File: src/rtl/rename_dispatch.sv
// rename_dispatch: rename/dispatch stage of an out-of-order core.
// Takes a bundle of up to DISP_W uops (slot 0 oldest), assigns ROB tags and
// reservation-station slots, resolves each source operand, and writes the
// resolved entries to the RS in the same cycle. Source resolution order is:
// an older slot of the same bundle, then the CDB, then the busy table, then
// the register file. A per-register busy/tag table tracks in-flight
// producers.
//
// Ports:
//   clk, rst                     clock, synchronous active-high reset
//   in_valid / in_ready          bundle handshake (in_valid packed from slot 0)
//   in_rs1/in_rs2/in_rd          per-slot physical register numbers
//   in_rd_valid, in_imm_valid    per-slot destination / immediate valid
//   in_imm, in_pc, in_op         per-slot immediate, PC, opcode
//   rf_rs*_addr / rf_rs*_data    combinational register-file read port
//   rob_tail, rob_free           ROB allocation state
//   rob_alloc_cnt                ROB entries consumed this cycle
//   rs_free                      free RS entries
//   rs_wr_en/rs_wr_addr/rs_data  RS write port
//                                (per slot {op,qj,qj_v,vj,qk,qk_v,vk,a,dest,pc,rob_tag})
//   cdb_valid/cdb_tag/cdb_data   result broadcast
//   retire_en/retire_tag         committed ROB tag
//   flush                        clears busy table, blocks dispatch
//   stall_cnt                    saturating count of stalled cycles
module rename_dispatch #(
    parameter int DISP_W = 2,
    parameter int PREG_N = 64,
    parameter int ROB_N  = 32,
    parameter int RS_N   = 16,
    parameter int PA_W   = $clog2(PREG_N),
    parameter int RA_W   = $clog2(ROB_N),
    parameter int SA_W   = $clog2(RS_N),
    parameter int RS_DW  = 8 + 2 * (RA_W + 1 + 32) + 32 + PA_W + 32 + RA_W
) (
    input  logic                     clk,
    input  logic                     rst,
    input  logic [DISP_W-1:0]        in_valid,
    output logic                     in_ready,
    input  logic [DISP_W*PA_W-1:0]   in_rs1,
    input  logic [DISP_W*PA_W-1:0]   in_rs2,
    input  logic [DISP_W*PA_W-1:0]   in_rd,
    input  logic [DISP_W-1:0]        in_rd_valid,
    input  logic [DISP_W-1:0]        in_imm_valid,
    input  logic [DISP_W*32-1:0]     in_imm,
    input  logic [DISP_W*32-1:0]     in_pc,
    input  logic [DISP_W*8-1:0]      in_op,
    output logic [DISP_W*PA_W-1:0]   rf_rs1_addr,
    output logic [DISP_W*PA_W-1:0]   rf_rs2_addr,
    input  logic [DISP_W*32-1:0]     rf_rs1_data,
    input  logic [DISP_W*32-1:0]     rf_rs2_data,
    input  logic [RA_W-1:0]          rob_tail,
    input  logic [RA_W:0]            rob_free,
    output logic [2:0]               rob_alloc_cnt,
    input  logic [SA_W:0]            rs_free,
    output logic [DISP_W-1:0]        rs_wr_en,
    output logic [DISP_W*SA_W-1:0]   rs_wr_addr,
    output logic [DISP_W*RS_DW-1:0]  rs_data,
    input  logic                     cdb_valid,
    input  logic [RA_W-1:0]          cdb_tag,
    input  logic [31:0]              cdb_data,
    input  logic                     retire_en,
    input  logic [RA_W-1:0]          retire_tag,
    input  logic                     flush,
    output logic [15:0]              stall_cnt
);

    logic [PREG_N-1:0] busy;
    logic [RA_W-1:0]   tags [PREG_N];
    logic [SA_W-1:0]   wr_ptr;
    logic [2:0]        n;
    logic              fire;
    logic [RA_W-1:0]   slot_tag [DISP_W];

    assign rf_rs1_addr = in_rs1;
    assign rf_rs2_addr = in_rs2;

    always_comb begin
        n = '0;
        for (int unsigned i = 0; i < DISP_W; i++) begin
            if (in_valid[i]) n = n + 3'd1;
            slot_tag[i] = rob_tail + RA_W'(i);
        end
    end

    assign in_ready = !rst && !flush
                      && (rob_free >= (RA_W + 1)'(n))
                      && (rs_free >= (SA_W + 1)'(n));
    assign fire          = in_ready && (n != '0);
    assign rob_alloc_cnt = fire ? n : '0;

    always_comb begin : dispatch
        logic [PA_W-1:0] src;
        logic [31:0]     rf;
        logic            older_hit;
        logic [RA_W-1:0] older_tag;
        logic [RA_W-1:0] q  [2];
        logic            qv [2];
        logic [31:0]     v  [2];
        logic [31:0]     a;
        logic [PA_W-1:0] dest;

        src       = '0;
        rf        = '0;
        older_hit = 1'b0;
        older_tag = '0;
        q         = '{default: '0};
        qv        = '{default: 1'b0};
        v         = '{default: '0};
        a         = '0;
        dest      = '0;
        rs_wr_en   = '0;
        rs_wr_addr = '0;
        rs_data    = '0;

        for (int unsigned i = 0; i < DISP_W; i++) begin
            for (int unsigned k = 0; k < 2; k++) begin
                src = (k == 0) ? in_rs1[i*PA_W +: PA_W] : in_rs2[i*PA_W +: PA_W];
                rf  = (k == 0) ? rf_rs1_data[i*32 +: 32] : rf_rs2_data[i*32 +: 32];
                // Scan older slots in order so the youngest match is kept.
                older_hit = 1'b0;
                older_tag = '0;
                for (int unsigned j = 0; j < DISP_W; j++) begin
                    if (j < i && in_rd_valid[j] && src != '0
                        && in_rd[j*PA_W +: PA_W] == src) begin
                        older_hit = 1'b1;
                        older_tag = slot_tag[j];
                    end
                end
                q[k]  = '0;
                qv[k] = 1'b0;
                v[k]  = '0;
                if (older_hit) begin
                    q[k]  = older_tag;
                    qv[k] = 1'b1;
                end else if (busy[src] && cdb_valid && tags[src] == cdb_tag) begin
                    v[k] = cdb_data;
                end else if (busy[src]) begin
                    q[k]  = tags[src];
                    qv[k] = 1'b1;
                end else if (src != '0) begin
                    v[k] = rf;
                end
            end
            a    = in_imm_valid[i] ? in_imm[i*32 +: 32] : '0;
            dest = in_rd_valid[i] ? in_rd[i*PA_W +: PA_W] : '0;
            rs_wr_en[i] = fire && in_valid[i];
            rs_wr_addr[i*SA_W +: SA_W] = wr_ptr + SA_W'(i);
            rs_data[i*RS_DW +: RS_DW] = {in_op[i*8 +: 8],
                                         q[0], qv[0], v[0],
                                         q[1], qv[1], v[1],
                                         a, dest, in_pc[i*32 +: 32], slot_tag[i]};
        end
    end

    always_ff @(posedge clk) begin
        if (rst) begin
            busy      <= '0;
            wr_ptr    <= '0;
            stall_cnt <= '0;
            for (int unsigned p = 0; p < PREG_N; p++) tags[p] <= '0;
        end else begin
            if (in_valid != '0 && !in_ready && stall_cnt != '1)
                stall_cnt <= stall_cnt + 16'd1;
            if (flush) begin
                busy <= '0;
            end else begin
                for (int unsigned p = 0; p < PREG_N; p++) begin
                    if (busy[p] && cdb_valid && tags[p] == cdb_tag) busy[p] <= 1'b0;
                    if (busy[p] && retire_en && tags[p] == retire_tag) busy[p] <= 1'b0;
                end
                // Sets come after clears and in slot order, so a set beats a
                // clear and the youngest writer of a register wins.
                if (fire) begin
                    for (int unsigned i = 0; i < DISP_W; i++) begin
                        if (in_valid[i] && in_rd_valid[i] && in_rd[i*PA_W +: PA_W] != '0) begin
                            busy[in_rd[i*PA_W +: PA_W]] <= 1'b1;
                            tags[in_rd[i*PA_W +: PA_W]] <= slot_tag[i];
                        end
                    end
                    wr_ptr <= wr_ptr + SA_W'(n);
                end
            end
        end
    end

endmodule

File: config.mk
export PLATFORM = sky130hd
export DESIGN_NAME = rename_dispatch
export DESIGN_NICKNAME = d
export VERILOG_FILES = /design/src/rtl/rename_dispatch.sv
export SDC_FILE = /design/constraint.sdc
export NUM_CORES = 2
export LEC_CHECK = 0
export CORE_ASPECT_RATIO = 0.7
export CORE_MARGIN = 1.5
export CORE_UTILIZATION = 35
export DETAILED_ROUTE_END_ITERATION = 8
export MAX_ROUTING_LAYER = met4
export SLEW_MARGIN = 20
export SYNTH_ARGS = -nofsm -noshare
export SYNTH_HDL_FRONTEND = slang
export SYNTH_SLANG_ARGS = --single-unit
File: constraint.sdc
create_clock -name clk -period 8.43 [get_ports clk]
set_input_delay 1.686 -clock clk [delete_from_list [all_inputs] [get_ports clk]]
set_output_delay 1.686 -clock clk [all_outputs]
set_load 0.1 [all_outputs]
[Yosys cells after proc, flatten, opt, wreduce, memory -nomap -nowiden]
Memories as Yosys holds them, arrays and structs flattened.
Index checks and enable logic that the tools add are counted.
Storage, ports and cells
  register bits after elaboration: 84
  RAM bits: 320
  input bits: 377
  logic and storage cells: 791
  memories: 1
Memory list
  tags: depth 64, bits a word 5, read ports 68, clocked after memory_dff 0, wr ports 64, RTL line 68  | logic [RA_W-1:0] tags [PREG_N];
Cells by class
  $add $sub $neg: 5
  $lt $le $gt $ge: 10
  eq/ne operators: 135
  multiplexer cells: 337
  bitwise gates (word level): 3
  reductions and logical operators: 297
Operators with widths (number)
  $eq 5x5->1: 132
  $mux 32: 16
  $mux 64: 6
  $mux 1: 289
  $logic_and 1x1->1: 282
  $or 64x64->64: 2
  $mux 5: 14
  $lt 6x7->1 const B: 6
  $reduce_bool 6->1: 6
  $bmux 1 s6: 4
  $mux 6: 4
  $add 16x1->16 const B: 1
  $ne 16x16->1 const B: 1
  $demux 1 s6: 2
  $eq 6x6->1: 2
  $ge 6x1->1 const B: 2
  $reduce_or 5->1: 2
  $ge 6x3->1: 1
  $mux 3: 2
  $add 5x1->5 const B: 1
  $ge 5x3->1: 1
  $add 4x1->4 const B: 1
  $add 4x3->4: 1
  $add 3x1->3 const B: 1
  6 further kinds: 8

[Longest topological paths before layout]
An unclocked memory read counts as a cell.
  depth after elaboration: 15
  gate-level depth with buffers: 16
  mapped depth without buffers: 12

[Worst setup path before layout]
OpenSTA, ideal clock, no wires.
  kind: input port to output port
  from: input in_rs1[0]
  to: output rs_data[149]
  data arrival time: 6073 ps
  setup slack: 671 ps
  cell stages on the path: 11
  path buffers: 4
  cells stage by stage: buf_4 buf_6 buf_6 mux4_2 mux4_2 o221a_2 o21ai_0 and3b_1 buf_4 nand2b_4 nor3_1
Between the ends
  cells in the longest elaborated chain, start to end: 5
  elaborated cells between the ends (all ways): 8
  classes of those cells: eq/ne (1); mux (4); reduce/logical (2); memory (1)
Ends and longest elaborated chain
  from (decl): RTL line 39  | input logic [DISP_W*PA_W-1:0] in_rs1,
  branches (longest 4 deep; another with $mem_v2 64x5)
  $mux 5 *: RTL line 135  | end else if (busy[src] && cdb_valid && tags[src] == cdb_tag) begin
  to (decl): RTL line 57  | output logic [DISP_W*RS_DW-1:0] rs_data,
Every way passes the cells marked *. The select of a mux whose other input is x is not followed.

[Final worst setup path]
  from: input in_rs2[10]
  to: output rs_data[243]
Between the ends
  cells in the longest elaborated chain, start to end: 6
  elaborated cells between the ends (all ways): 15
  classes of those cells: eq/ne (2); mux (7); reduce/logical (5); memory (1)
Ends and longest elaborated chain
  from (decl): RTL line 40  | input logic [DISP_W*PA_W-1:0] in_rs2,
  branches (longest 5 deep; another with $mem_v2 64x5)
  $mux 32 *: RTL line 132  | if (older_hit) begin
Marked as above.

==> summary.md <==
| Metric | Value |
|---|---|
| First-pass GRT wire length | 353000 um |
| Crit path cell chain | clkdlybuf4s50_1, buf_12, and2_1, a22oi_1, a21boi_0, a2111oi_1, buf_4, o211ai_1, a211oi_1, and4_1, buf_4, a22o_1, buf_12 |
| Initial Utilization | 0.353 |
| Post-Synth Adder-Cell Area | 0.00368 |
| Post-synthesis simple-gate area fraction | 0.162 |
| Residual DRC | 0 |
| PD cells | 148 nW/um^2 |
| Slew Limit Fails | 0 |
| # IOs | 749 |
| Pre-antenna DRT Iters | 9 |
| Post-Synthesis Cell Area | 42900 sq um |
| Pin count of the biggest net entering global routing | 64 |
| Post-synthesis mux area share | 0.220 |
| Die area | 125000 sq um |
| Placed cell count | 6474 |
| CP Max Fanout | 32 |
| Worst setup startpoint | in_rs2[10] |
| Met2 WL post-DR | 100000 um |
| P&R area growth vs syn | 23.7% |
| Vias in the first global route | 40000 |
| Post-CTS Setup Bufs | 0 |
| Clock-pin slew on the worst setup and hold paths | 60 ps |
| Setup_tns | 0 ps |
| Maximum clock insertion buffer count | 3 |
| Number of distinct library cells after synthesis | 83 |
| # fillers | 11700 |
| Crit path max-delay cell type | a2111oi_1 |
| Largest family of logic cells by synthesized area | multiplexers |
| Yosys warns | 0 |
| Worst vdd ir | 0.158 mV |
| Worst Setup EP | rs_data[243] |
| Fraction of layout cells with a size suffix above 1 | 0.172 |
| Flops & latches, synth | 404 |
| Vias/cell | 6.78 |
| Yosys top cell by area | edfxtp_1 |
| Synthesized area per cell | 9.37 sq um |
| WL final | 264000 um |
| Ys async rst share | 0 |
| Main synth FF type | edfxtp_1 |
| Status | finished clean |
| Final #Nets | 5276 |
| Register area | 11300 sq um |
| Die Ht | 296 um |
| Flop2flop setup slack | 5930 ps |
| Top sig layer | met4 |
| Crit path DAT | 6510 ps |
| # port buffers | 587 |
| RSZ-0062 raised after global routing | false |
| Initial drt markers | 7886 |
| Share of the synthesized area in compound gates (AO/OA/AOI/OAI) | 0.144 |
| Number of synthesized flops with an enable pin | 320 |
| Metal-1 WL | 101000 um |
| Measured slew at the worst slew-check pin | 1250 ps |
| RR Endpoint | stall_cnt[9] |
| Fmax | 122 MHz |
| Kind of critical path | in2out |
| Commonest cells post-synth | xor2_1, nand2_1, o21ai_0, edfxtp_1, mux4_2 |
| CP required | 6740 ps |
| Final period utilization | 0.972 |
| Max-slew headroom | 0.162 |
| Worst R2R Start | stall_cnt[7] |
| H-Tree Depth | 2 |
| Initial antenna violation count | 35 |
| Leak Pwr | 18.6 nW |
| Clk Tree Root Cell | clkbuf_16 |
| RD Place Congestion | 1.14 |
| Clock sinks | 404 |
| Worst skew pair latency | 640 ps |
| CTS tree | built |
| Remaining antenna violation count | 0 |
| Post-synth top area share | 0.224 |
| CTS Hold Bufs | 0 |
| Gr usage total | 0.419 |
| Drt wl/cell | 40.0 um |
| Final Hold Viols | 0 |
| Most frequent cell after synthesis | xor2_1 |
| Non-filler cells in the finished layout | 6597 |
| Core Area | 122000 sq um |
| CTS Buf Count | 46 |
| Largest stage delay, worst path | 850 ps |
| Seq/Total Area, Yosys | 0.263 |
| HPWL after DPL | 199000 um |
| Startpoint types | input pin |
| Post_cts resized | 0 |
| Cells after Synth | 4574 |
| Worst-case reg-to-reg path depth | 9 |
| GRT overflow | 0 |
| FP Rows | 107 |
| Setup Skew | 19.5 ps |
| Footprint of the multi-input gates | 28900 sq um |
| Met3 WL | 49100 um |
| Tightest Hold Check Type | reg2reg |
| Crit. End Element | output port |
| Post-Synth XOR/XNOR Area | 0.141 |
| Area contributors post-synth | edfxtp_1, mux4_2, xor2_1 |
| Max-cap viol count | 0 |
| Period minus WS final | 8200 ps |
| Via count | 44700 |
| Die span in x | 421 um |
| Setup Viol. Count Final | 0 |
[cells by family after synthesis]
logic type      Yosys count
simple gates           1421
fa+ha+maj                12
other cells               1
buf+inv                 557
mux                     548
xor+xnor                689
flops                   404
compound gates          942
[area by class of cell]
type / count / area share
diodes: 37 / 0.00175
flip-flops and latches: 404 / 0.213
clock buffers: 63 / 0.0237
inverters: 37 / 0.00264
clock inverters: 23 / 0.00628
repair buffers: 780 / 0.169
multi-input cells: 3618 / 0.545
well taps: 1635 / 0.0386
[where the power goes]
part	internal [mW]	switching [mW]	total, mW
clock network	1.27	0.960	2.23
registers	2.24	0.281	2.52
logic	1.06	2.03	3.08
[per-layer routing]
layer | track usage | vias up
met5 | - | -
met4 | 0.169 | 0
met3 | 0.221 | 606
met2 | 0.534 | 4345
met1 | 0.543 | 22100
li1 | - | 17700
[how the worst min path moves through the flow]
stage | endpoint | start | depth (start not counted) | slack (ps)
2_1_floorplan | busy[0] | busy[0] | 2 | 450
3_3_place_gp | stall_cnt[5] | stall_cnt[5] | 2 | 490
3_5_place_dp | busy[5] | busy[5] | 2 | 500
4_1_cts | busy[5] | busy[5] | 2 | 500
5_1_grt | busy[0] | busy[0] | 2 | 530
6_report | stall_cnt[5] | stall_cnt[5] | 2 | 510
[placed cells by master, fill, tap and decap left out, types with 34 or more instances in the layout]
cell,synthesis,routed
a22oi_1,63,63
nand4_1,74,74
and2_1,94,94
nand3_1,188,186
a211oi_1,64,64
nand2b_1,68,67
nand2_1,517,517
xor2_1,527,527
mux4_2,306,306
nor2_1,203,195
mux2i_1,203,203
inv_1,35,34
nor4_1,137,135
mux2_2,35,35
edfxtp_1,320,320
nor2b_1,40,37
o21ai_0,414,414
diode_2,0,37
buf_12,1,169
clkbuf_16,0,47
buf_4,143,198
dfxtp_1,84,84
a21oi_1,68,68
a22o_1,133,133
xnor2_1,162,160
clkdlybuf4s50_1,0,401
[stage by stage]
| stage | area, sq um | total power [mW] | util | setup slack (ps) | hold slack (ps) |
|---|---|---|---|---|---|
| after global routing | 53000 | 7.92 | 0.436 | 288 | 531 |
| after floorplan | 42900 | 4.40 | - | 671 | 452 |
| after CTS | 52900 | 7.68 | 0.435 | 518 | 502 |
| after detailed placement | 51300 | 5.51 | 0.422 | 541 | 496 |
| after global placement | 51300 | 5.50 | 0.422 | 388 | 485 |
| final | 53000 | 7.83 | 0.436 | 233 | 506 |
[sequential cells by signal, indices dropped and copies added (netlist names)]
| name | count |
|---|---|
| wr_ptr | 4 |
| tags | 320 |
| stall_cnt | 16 |
| busy | 64 |
[worst max-delay path: cells and delay by family]
family	cells	cell delay [ps]
compound gates	6	2460
buf+inv	5	1710
simple gates	2	590
Power figures use the tool's default switching activity.
